**src/rtl/adiabatic_phase_sequencer.sv**
```systemverilog
// Sequencer for multi-phase trapezoidal power clocks: per-phase state code and
// step-wise charging level, staggered start-up, drain-to-low on stop, period count.
module adiabatic_phase_sequencer #(
    parameter int NPH = 4,
    parameter int LW  = 4,
    parameter int PCW = 16
) (
    input  logic                clk,
    input  logic                rst_n,
    input  logic                start,
    input  logic                stop,
    input  logic [LW-1:0]       cfg_qlen,
    output logic                busy,
    output logic                done,
    output logic                err,
    output logic [2*NPH-1:0]    ph_state,
    output logic [LW*NPH-1:0]   ph_level,
    output logic [PCW-1:0]      periods
);

    typedef enum logic [1:0] {S_IDLE, S_RUN, S_DRAIN} fsm_t;

    fsm_t              fsm_q, fsm_d;
    logic [LW-1:0]     qlen_q, qlen_d;
    logic [LW-1:0]     step_q, step_d;
    logic [1:0]        q_q, q_d;
    logic [NPH-1:0]    active_q, active_d;
    logic [PCW-1:0]    periods_q, periods_d;
    logic              busy_q, busy_d;
    logic              done_q, done_d;
    logic              err_q, err_d;
    logic [2*NPH-1:0]  ph_state_q, ph_state_d;
    logic [LW*NPH-1:0] ph_level_q, ph_level_d;
    logic              boundary;

    function automatic logic [LW-1:0] phase_level(input logic [1:0]    s,
                                                  input logic [LW-1:0] stp,
                                                  input logic [LW-1:0] ql);
        case (s)
            2'd0:    return stp + LW'(1);
            2'd1:    return ql;
            2'd2:    return ql - LW'(1) - stp;
            default: return '0;
        endcase
    endfunction

    assign boundary = (step_q == qlen_q - LW'(1));

    always_ff @(posedge clk) begin
        if (!rst_n) begin
            fsm_q      <= S_IDLE;
            qlen_q     <= '0;
            step_q     <= '0;
            q_q        <= '0;
            active_q   <= '0;
            periods_q  <= '0;
            busy_q     <= 1'b0;
            done_q     <= 1'b0;
            err_q      <= 1'b0;
            ph_state_q <= '1;
            ph_level_q <= '0;
        end else begin
            fsm_q      <= fsm_d;
            qlen_q     <= qlen_d;
            step_q     <= step_d;
            q_q        <= q_d;
            active_q   <= active_d;
            periods_q  <= periods_d;
            busy_q     <= busy_d;
            done_q     <= done_d;
            err_q      <= err_d;
            ph_state_q <= ph_state_d;
            ph_level_q <= ph_level_d;
        end
    end

    always_comb begin
        fsm_d = fsm_q;
        unique case (fsm_q)
            S_IDLE:  if (start && cfg_qlen != '0) fsm_d = S_RUN;
            S_RUN:   if (stop) fsm_d = S_DRAIN;
            S_DRAIN: if (boundary && active_d == '0) fsm_d = S_IDLE;
            default: fsm_d = S_IDLE;
        endcase
    end

    // Quadrant counters; activation at RUN boundaries, retirement as a phase leaves FALL in DRAIN.
    always_comb begin
        qlen_d    = qlen_q;
        step_d    = step_q;
        q_d       = q_q;
        active_d  = active_q;
        periods_d = periods_q;
        if (fsm_q == S_IDLE) begin
            if (start && cfg_qlen != '0) begin
                qlen_d      = cfg_qlen;
                step_d      = '0;
                q_d         = '0;
                active_d    = '0;
                active_d[0] = 1'b1;
                periods_d   = '0;
            end
        end else begin
            if (boundary) begin
                step_d = '0;
                q_d    = q_q + 2'd1;
                if (q_q == 2'd3) periods_d = periods_q + PCW'(1);
            end else begin
                step_d = step_q + LW'(1);
            end
            for (int k = 0; k < NPH; k++) begin
                if (boundary && fsm_q == S_RUN && !stop && q_d == 2'(k))
                    active_d[k] = 1'b1;
                if (boundary && fsm_q == S_DRAIN && active_q[k] && (q_q - 2'(k)) == 2'd2)
                    active_d[k] = 1'b0;
            end
        end
    end

    // Outputs are computed from next-cycle state so they leave the flops aligned with it.
    always_comb begin
        busy_d     = (fsm_d != S_IDLE);
        done_d     = (fsm_q == S_DRAIN) && (fsm_d == S_IDLE);
        err_d      = (fsm_q == S_IDLE) && start && (cfg_qlen == '0);
        ph_state_d = '1;
        ph_level_d = '0;
        for (int k = 0; k < NPH; k++) begin
            if (active_d[k]) begin
                ph_state_d[2*k +: 2]   = q_d - 2'(k);
                ph_level_d[LW*k +: LW] = phase_level(q_d - 2'(k), step_d, qlen_d);
            end
        end
    end

    assign busy     = busy_q;
    assign done     = done_q;
    assign err      = err_q;
    assign ph_state = ph_state_q;
    assign ph_level = ph_level_q;
    assign periods  = periods_q;

endmodule

```
**config.mk**
```make
export PLATFORM = sky130hd
export DESIGN_NAME = adiabatic_phase_sequencer
export DESIGN_NICKNAME = d
export VERILOG_FILES = /design/src/rtl/adiabatic_phase_sequencer.sv
export SDC_FILE = /design/constraint.sdc
export NUM_CORES = 1
export LEC_CHECK = 0
export ABC_CLOCK_PERIOD_IN_PS = 4890
export CORE_MARGIN = 4
export CORE_UTILIZATION = 58
export CTS_CLUSTER_DIAMETER = 40
export DETAILED_ROUTE_END_ITERATION = 8
export GPL_ROUTABILITY_DRIVEN = 0
export PLACE_DENSITY = 0.9
export SYNTH_ARGS = -nofsm -noshare
export SYNTH_HDL_FRONTEND = slang
export SYNTH_SLANG_ARGS = --single-unit
```
**constraint.sdc**
```tcl
create_clock -name clk -period 4.89 [get_ports clk]
set_clock_uncertainty 0.1 [all_clocks]
set_input_delay 0.7335 -clock clk [delete_from_list [all_inputs] [get_ports clk]]
set_output_delay 0.7335 -clock clk [all_outputs]
set_load 0.1 [all_outputs]
```
**Word-level counts from Yosys, hierarchy flattened**

Index checks and enable logic that the tools add are counted.

- Muxes and demuxes: 31
- Equal/unequal tests: 20
- Reductions and logical operators: 39
- Add/sub/neg operators: 13

Operators with widths:

| kind | count |
|---|---|
| $mux W16 | 4 |
| $pmux W4 S3 | 4 |
| $mux W4 | 7 |
| $eq A2 B2 Y1 const B | 12 |
| $logic_and A1 B1 Y1 | 20 |
| $add A16 B1 Y16 const B | 1 |
| $logic_not A2 Y1 | 7 |
| $mux W2 | 7 |
| $eq A2 B1 Y1 const B | 6 |
| $add A4 B1 Y4 const B | 2 |
| $logic_not A4 Y1 | 2 |
| $mux W1 | 8 |
| $reduce_and A2 Y1 | 4 |
| $sub A2 B2 Y2 const B | 4 |
| $sub A4 B1 Y4 const B | 2 |
| $pmux W2 S3 | 1 |
| $reduce_bool A2 Y1 | 3 |
| $eq A4 B4 Y1 | 1 |
| $reduce_bool A4 Y1 | 1 |
| $sub A2 B1 Y2 const B | 2 |
| $sub A4 B4 Y4 | 1 |
| $reduce_and A3 Y1 | 1 |
| $add A2 B1 Y2 const B | 1 |
| $ne A2 B2 Y1 const B | 1 |
| $logic_not A1 Y1 | 1 |

- Flip-flop bits (word level): 59
- Output and inout port bits: 43

**Longest topological paths before layout**

Gate-level depths: netlist (run 1).

- Depth after elaboration: 15
- Gate-level depth with buffers: 15
- Gate-level depth less buffers: 14

**Worst setup path before layout (run 1)**

Ideal clock, no wire load.

- Kind: input to register
- Start: input port cfg_qlen[0]
- End: register ph_level_q[3] (netlist: ph_level[3])
- Setup slack: 1528 ps
- Path buffers: 0
- Arrival: 3128 ps
- Required time: 4656 ps
- Cell stages on the path: 12
- Path through: o41a_1 > nor2_1 > o21ai_0 > a21oi_1 > inv_1 > ha_1 > a21oi_1 > o211ai_1 > o22ai_1 > a211oi_1 > a221oi_1 > o22ai_1

- Word-level cells in the longest chain between the ends: 7
- Elaborated cells on any way between the ends: 18

RTL lines:

| what | line | source |
|---|---|---|
| from (decl) | 12 | `input logic [LW-1:0] cfg_qlen,` |
| $reduce_bool A4 Y1 | 95 | `if (start && cfg_qlen != '0) begin` |
| $logic_and A1 B1 Y1 | 95 |  |
| $mux W4 | 95 |  |
| $mux W4 | 94 | `if (fsm_q == S_IDLE) begin` |
| $sub A4 B1 Y4 | 42 | `2'd2: return ql - LW'(1) - stp;` |
| $sub A4 B4 Y4 | 42 |  |
| $pmux W4 S3 | 39 | `case (s)` |
| to (signal assigned) | 73 | `ph_level_q <= ph_level_d;` |
| to (decl) | 33 | `logic [LW*NPH-1:0] ph_level_q, ph_level_d;` |

Several ways; a longest one is shown, not always the timed one.
A chain may end at the register's enable or synchronous reset.

**Final worst setup path (run 1)**

- Start: register step_q[3]
- End: register ph_level_q[7] (netlist: ph_level[7])

- Word-level cells in the longest chain between the ends: 9
- Elaborated cells on any way between the ends: 26

RTL lines:

| what | line | source |
|---|---|---|
| from (decl) | 25 | `logic [LW-1:0] step_q, step_d;` |
| from (signal assigned) | 65 | `step_q <= step_d;` |
| branches (longest 9 deep; another with $add A4 B1 Y4) | -- |  |

Several ways; the timed one is not identified. The select of a mux whose other input is x is not followed.

==> results of run 1 <==
## final timing paths
kind / start / to / slack, ns / depth (start not counted)
worst min register to register: periods[15] / periods[15] / 0.39 / 2
worst min-delay path: periods[15] / periods[15] / 0.39 / 2
worst max-delay path: step_q[3] / ph_level[7] / 0.74 / 12
worst max register to register: step_q[3] / ph_level[7] / 0.74 / 12
## layout make-up
cell class / count / area, sq um / area share
clock buffer: 9 / 124 / 0.0318
clock inverter: 7 / 78.8 / 0.0202
inverter: 24 / 90.1 / 0.0231
multi-input combinational: 270 / 1820 / 0.469
sequential: 59 / 1180 / 0.303
tap: 70 / 87.6 / 0.0225
timing repair buffer: 51 / 508 / 0.130
## layer usage
| layer | share of wire | vias up | GRT usage |
|---|---|---|---|
| met1 | 0.43 | 1385 | 0.362 |
| met4 | 0.019 | 0 | 0.115 |
| li1 | - | 1412 | - |
| met3 | 0.11 | 26 | 0.0691 |
| met5 | 0 | - | 0 |
| met2 | 0.45 | 191 | 0.406 |
## cell usage in the layout, fill, tap and decap left out, drive strengths merged, types with 8 or more instances in the layout
cell / n
xnor2: 15
clkbuf: 9
a211oi: 13
nand2: 30
clkdlybuf4s50: 50
a21oi: 9
nor3: 9
inv: 24
nand3: 16
nor2: 48
a222oi: 8
ha: 20
dfxtp: 59
## metrics by stage
| stage | power (W) | area (sq um) | setup WS, ns |
|---|---|---|---|
| after floorplan | 0.000658 | 3160 | 1.53 |
| after global placement | 0.000697 | 3690 | 0.799 |
| after detailed placement | 0.000702 | 3690 | 0.498 |
| after CTS | 0.00115 | 3890 | 0.842 |
| after global routing | 0.00119 | 3890 | 0.373 |
| final | 0.00115 | 3890 | 0.736 |
## flip-flops by register name (all words and copies together) (netlist names)
name	count
periods	16
done	1
err	1
ph_state	8
fsm_q	2
busy	1
active_q	4
q_q	2
qlen_q	4
step_q	4
ph_level	16
## cells by family after synthesis
family | Yosys count | synth area share
buffers and inverters | 38 | 0.0480
multiplexers | 2 | 0.00634
AO/OA/AOI/OAI | 76 | 0.186
adder cells (fa/ha/maj) | 21 | 0.0856
AND/OR/NAND/NOR | 150 | 0.235
flip-flops | 59 | 0.374
XOR/XNOR | 21 | 0.0650
## worst register-to-register path, stage by stage (launching register included)
cell      delay [ns]
dfxtp_1         0.43
xnor2_2         0.12
xnor2_1         0.87
nor3_2          0.22
a21oi_1         0.56
inv_1           0.13
ha_1            0.35
a21oi_1         0.22
o211ai_1        0.15
o22ai_1         0.35
a211oi_1        0.10
a221oi_1        0.27
o22ai_1         0.14
## report_power, final
group          internal (W)  switching [W]  total [W]
sequential         0.000490     0.00000779   0.000498
combinational     0.0000623       0.000139   0.000201
clock              0.000237       0.000210   0.000447
total              0.000790       0.000356    0.00115
==> impl_metrics.ini, run 1 <==
[logic_synthesis]
syn_nets = 396
avgSynthCellArea_sq_um = 8.60
synth_top_area_frac = 0.374
synth_common_cells = 59 x dfxtp_1, 48 x nor2_1, 30 x nand2_1
yosysSeqAreaShare = 0.374
ys_ff_latch = 59
async_reset_ff_frac = 0
synth_top_area_cell = dfxtp_1
syn_inst = 367
syn_area_sq_um = 3160
synth-main-ff-cell = dfxtp_1
synth_edf_count = 0
yosys_warnings = 0
synth.most_common_cell = dfxtp_1
synthTopCellsByArea = dfxtp_1 37%, ha_1 7.9%, nor2_1 5.7%, xnor2_1 3.9%, nand2_1 3.6%
synth.distinct_cells = 54

[cts]
ctsHoldBuffers = 0
cts_resized = 0
cts.path.max_buffers = 2
cts_root_buf = clkbuf_8
cts.reportedPaths.clkPinSlew_ns = 0.08
worstSkewPairLatency_ns = 0.35
htreeDepth = 3
cts_tree = built
cts_buffers = 9
cts.sinks = 59
post_cts_buffers = 0

[pwr]
power_per_cell_area_nw_per_um2 = 294
cellLeakagePower_nw = 1.37
ir_drop_v = 0.000256

[floorplan]
start_util = 0.606
die-area_sq_um = 6690
pin_count = 51
die_h_um = 81.8
rows = 26
die_w_um = 81.8
core-area_sq_um = 5200

[grt]
grt_max_degree = 17
grt_overflow = 0
antenna_found_initial = 0
grt_first_pass_wirelength_um = 13800
grt_pass1_vias = 2888
grt_usage = 0.269

[setup_path]
cp_num_buf_inv = 1
slowest_delay_ns = 0.87
critPathKind = reg -> reg
crit_path_end_kind = flip-flop
required_ns = 4.99
path_max_fanout = 11
crit_slowest_cell = xnor2_1
crit_family = compound AO/OA/AOI/OAI gates
arrival_ns = 4.26
crit_chain = xnor2_2 > xnor2_1 > nor3_2 > a21oi_1 > inv_1 > ha_1 > a21oi_1 > o211ai_1 > o22ai_1 > a211oi_1 > a221oi_1 > o22ai_1
crit_path_start_kind = flip-flop

[layout]
utilization = 0.748
area_growth_pct = 23.3
antenna_cells = 0
layout.cells.non_filler = 490
drive_above_1_share = 0.0714
final_nets = 444
num-fill-cells = 372

[sta]
post-route-period-util = 0.849
period_minus_slack_ns = 4.15
setup_tns_ns = 0
relSlewSlack = 0.274
hold_viol = 0
whs_ns = 0.387
worst_pin_slew_ns = 1.08
max_freq_mhz = 241
setup_viol = 0
slew_violations = 0
rsz0062_at_grt = no

[detailed_routing]
ant_nets = 0
wirelength_um = 8280
wire_per_inst_um = 16.9
drc = 0
first_pass_iters = 7
dr_total_vias = 3014
vias_per_cell = 6.15
drt_iter0_markers = 384

[placed_design]
io_buffers = 50
dp_hpwl_um = 5830
post-place-cells = 474

[job]
drv_cap = 0

[worst_hold_path]
hold_path.class = reg -> reg

[status]
status = finished clean
Power figures use the tool's default switching activity.
==> run 2, diff against run 1 <==
--- a/config.mk
+++ b/config.mk
@@ -5,13 +5,13 @@
 export SDC_FILE = /design/constraint.sdc
 export NUM_CORES = 1
 export LEC_CHECK = 0
-export ABC_CLOCK_PERIOD_IN_PS = 4890
+export ABC_CLOCK_PERIOD_IN_PS = 4000
 export CORE_MARGIN = 4
-export CORE_UTILIZATION = 58
+export CORE_UTILIZATION = 54
 export CTS_CLUSTER_DIAMETER = 40
 export DETAILED_ROUTE_END_ITERATION = 8
 export GPL_ROUTABILITY_DRIVEN = 0
-export PLACE_DENSITY = 0.9
+export PLACE_DENSITY = 0.84
 export SYNTH_ARGS = -nofsm -noshare
 export SYNTH_HDL_FRONTEND = slang
 export SYNTH_SLANG_ARGS = --single-unit
==> constraint.sdc (replaced) <==
create_clock -name clk -period 4 [get_ports clk]
set_clock_uncertainty 0.1 [all_clocks]
set_input_delay 0.6 -clock clk [delete_from_list [all_inputs] [get_ports clk]]
set_output_delay 0.6 -clock clk [all_outputs]
set_load 0.1 [all_outputs]
==> impl_metrics.ini, run 2 (synthesis gave the netlist of run 1 again) <==
[setup_path]
rr_worst_depth = 13
crit_slowest_cell = o41a_1
slowest_delay_ns = 0.50
reg2reg_to = ph_level[3]
required_ns = 4.10
arrival_ns = 3.60
crit_chain = clkdlybuf4s50_1 > o41a_1 > nor2_1 > o21ai_0 > a21oi_1 > inv_1 > ha_1 > a21oi_1 > o211ai_1 > o22ai_1 > a211oi_1 > a221oi_1 > o22ai_1
r2r_setup_slack_ns = 0.49
critPathKind = in -> reg
path_max_fanout = 4
r2r-start = qlen_q[0]
crit_family = compound AO/OA/AOI/OAI gates
crit_path_end_kind = flip-flop
crit_path_start_kind = input port
cp_num_buf_inv = 2

[cts]
cts_root_buf = clkbuf_8
ctsHoldBuffers = 0
post_cts_buffers = 0
cts_buffers = 9
cts_tree = built
worstSkewPairLatency_ns = 0.34
cts_resized = 0
htreeDepth = 3
cts.sinks = 59
cts.path.max_buffers = 2
cts.reportedPaths.clkPinSlew_ns = 0.06

[grt]
antenna_found_initial = 0
grt_usage = 0.233
grt_max_degree = 17
grt_first_pass_wirelength_um = 13300
grt_overflow = 0
grt_pass1_vias = 2824

[sta]
finalWorstSetupSlack_ns = 0.492
whs_ns = 0.398
relSlewSlack = 0.338
max_freq_mhz = 285
slew_violations = 0
hold_viol = 0
setup_viol = 0
post-route-period-util = 0.877
period_minus_slack_ns = 3.51
rsz0062_at_grt = no
setup_tns_ns = 0
worst_pin_slew_ns = 0.989

[detailed_routing]
vias_per_cell = 6.01
wirelength_um = 8190
dr_total_vias = 3013
ant_nets = 0
first_pass_iters = 7
drt_iter0_markers = 298
wire_per_inst_um = 16.3
drc = 0

[worst_hold_path]
holdPathStages = 2
min_from = periods[15]
worstHoldEndpoint = periods[15]
hold_path.class = reg -> reg

[pwr]
power_per_cell_area_nw_per_um2 = 352
ir_drop_v = 0.000233
cellLeakagePower_nw = 1.42
total_power_w = 0.00140

[floorplan]
die-area_sq_um = 7130
core-area_sq_um = 5570
start_util = 0.566
die_h_um = 84.5
rows = 27
pin_count = 51
die_w_um = 84.5

[layout]
multiInputGateArea_sq_um = 1820
drive_above_1_share = 0.0862
final_nets = 454
area_growth_pct = 25.5
final_cell_mix = 59 x dfxtp_1, 50 x clkdlybuf4s50_1, 48 x nor2_1
utilization = 0.711
final_common_cell = dfxtp_1
num-fill-cells = 432
antenna_cells = 0
layout.area.seq_sq_um = 1180

[placed_design]
dp_hpwl_um = 6000
io_buffers = 50
post-place-ws_ns = 0.203

[job]
drv_cap = 0

[status]
status = finished clean
==> run 2: metrics by stage <==
stage / std cells / instance area [sq um]
detailed placement: 486 / 3770
global placement: 486 / 3770
CTS: 501 / 3960
floorplan: 367 / 3160
global route: 501 / 3960
finish: 501 / 3960
==> run 2: worst max-delay path by stage <==
| stage | from | end | cells after the start |
|---|---|---|---|
| 2_1_floorplan | qlen_q[0] | ph_level[3] | 15 |
| 3_3_place_gp | cfg_qlen[0] | ph_level[9] | 10 |
| 3_5_place_dp | cfg_qlen[0] | ph_level[15] | 13 |
| 4_1_cts | qlen_q[0] | ph_level[3] | 13 |
| 5_1_grt | cfg_qlen[0] | ph_level[3] | 13 |
| 6_report | cfg_qlen[0] | ph_level[7] | 13 |
==> run 2: final cells by class <==
cell class	instances	share of cell area
clock buffers	13	0.0401
repair buffers	61	0.147
flip-flops and latches	59	0.298
multi-input cells	270	0.460
inverters	24	0.0227
well taps	72	0.0227
clock inverters	2	0.00884
==> run 2: power by group <==
| part | switching [W] | leakage (nW) | internal [W] |
|---|---|---|---|
| Combinational | 0.000168 | 0.846 | 0.0000820 |
| Clock | 0.000219 | 0.0995 | 0.000318 |
| Sequential | 0.00000972 | 0.478 | 0.000600 |
==> run 2: worst reg2reg max path, cell delays in order, from the launching register on <==
cell and delay [ns]:
dfxtp_1 0.39, inv_1 0.08, ha_1 0.20, xnor3_1 0.38, nand3_1 0.22, o31ai_1 0.47
nor2_1 0.08, a21oi_1 0.23, buf_4 0.23, ha_1 0.49, inv_1 0.11, a211oi_1 0.21
a221oi_1 0.08, o22ai_1 0.16
==> run 2: per-layer routing <==
layer	global-route usage	vias to the layer above	part of all wire
met4	0.108	0	0.038
met1	0.308	1390	0.44
li1	-	1430	-
met5	0	-	0
met3	0.0638	32	0.081
met2	0.354	161	0.44
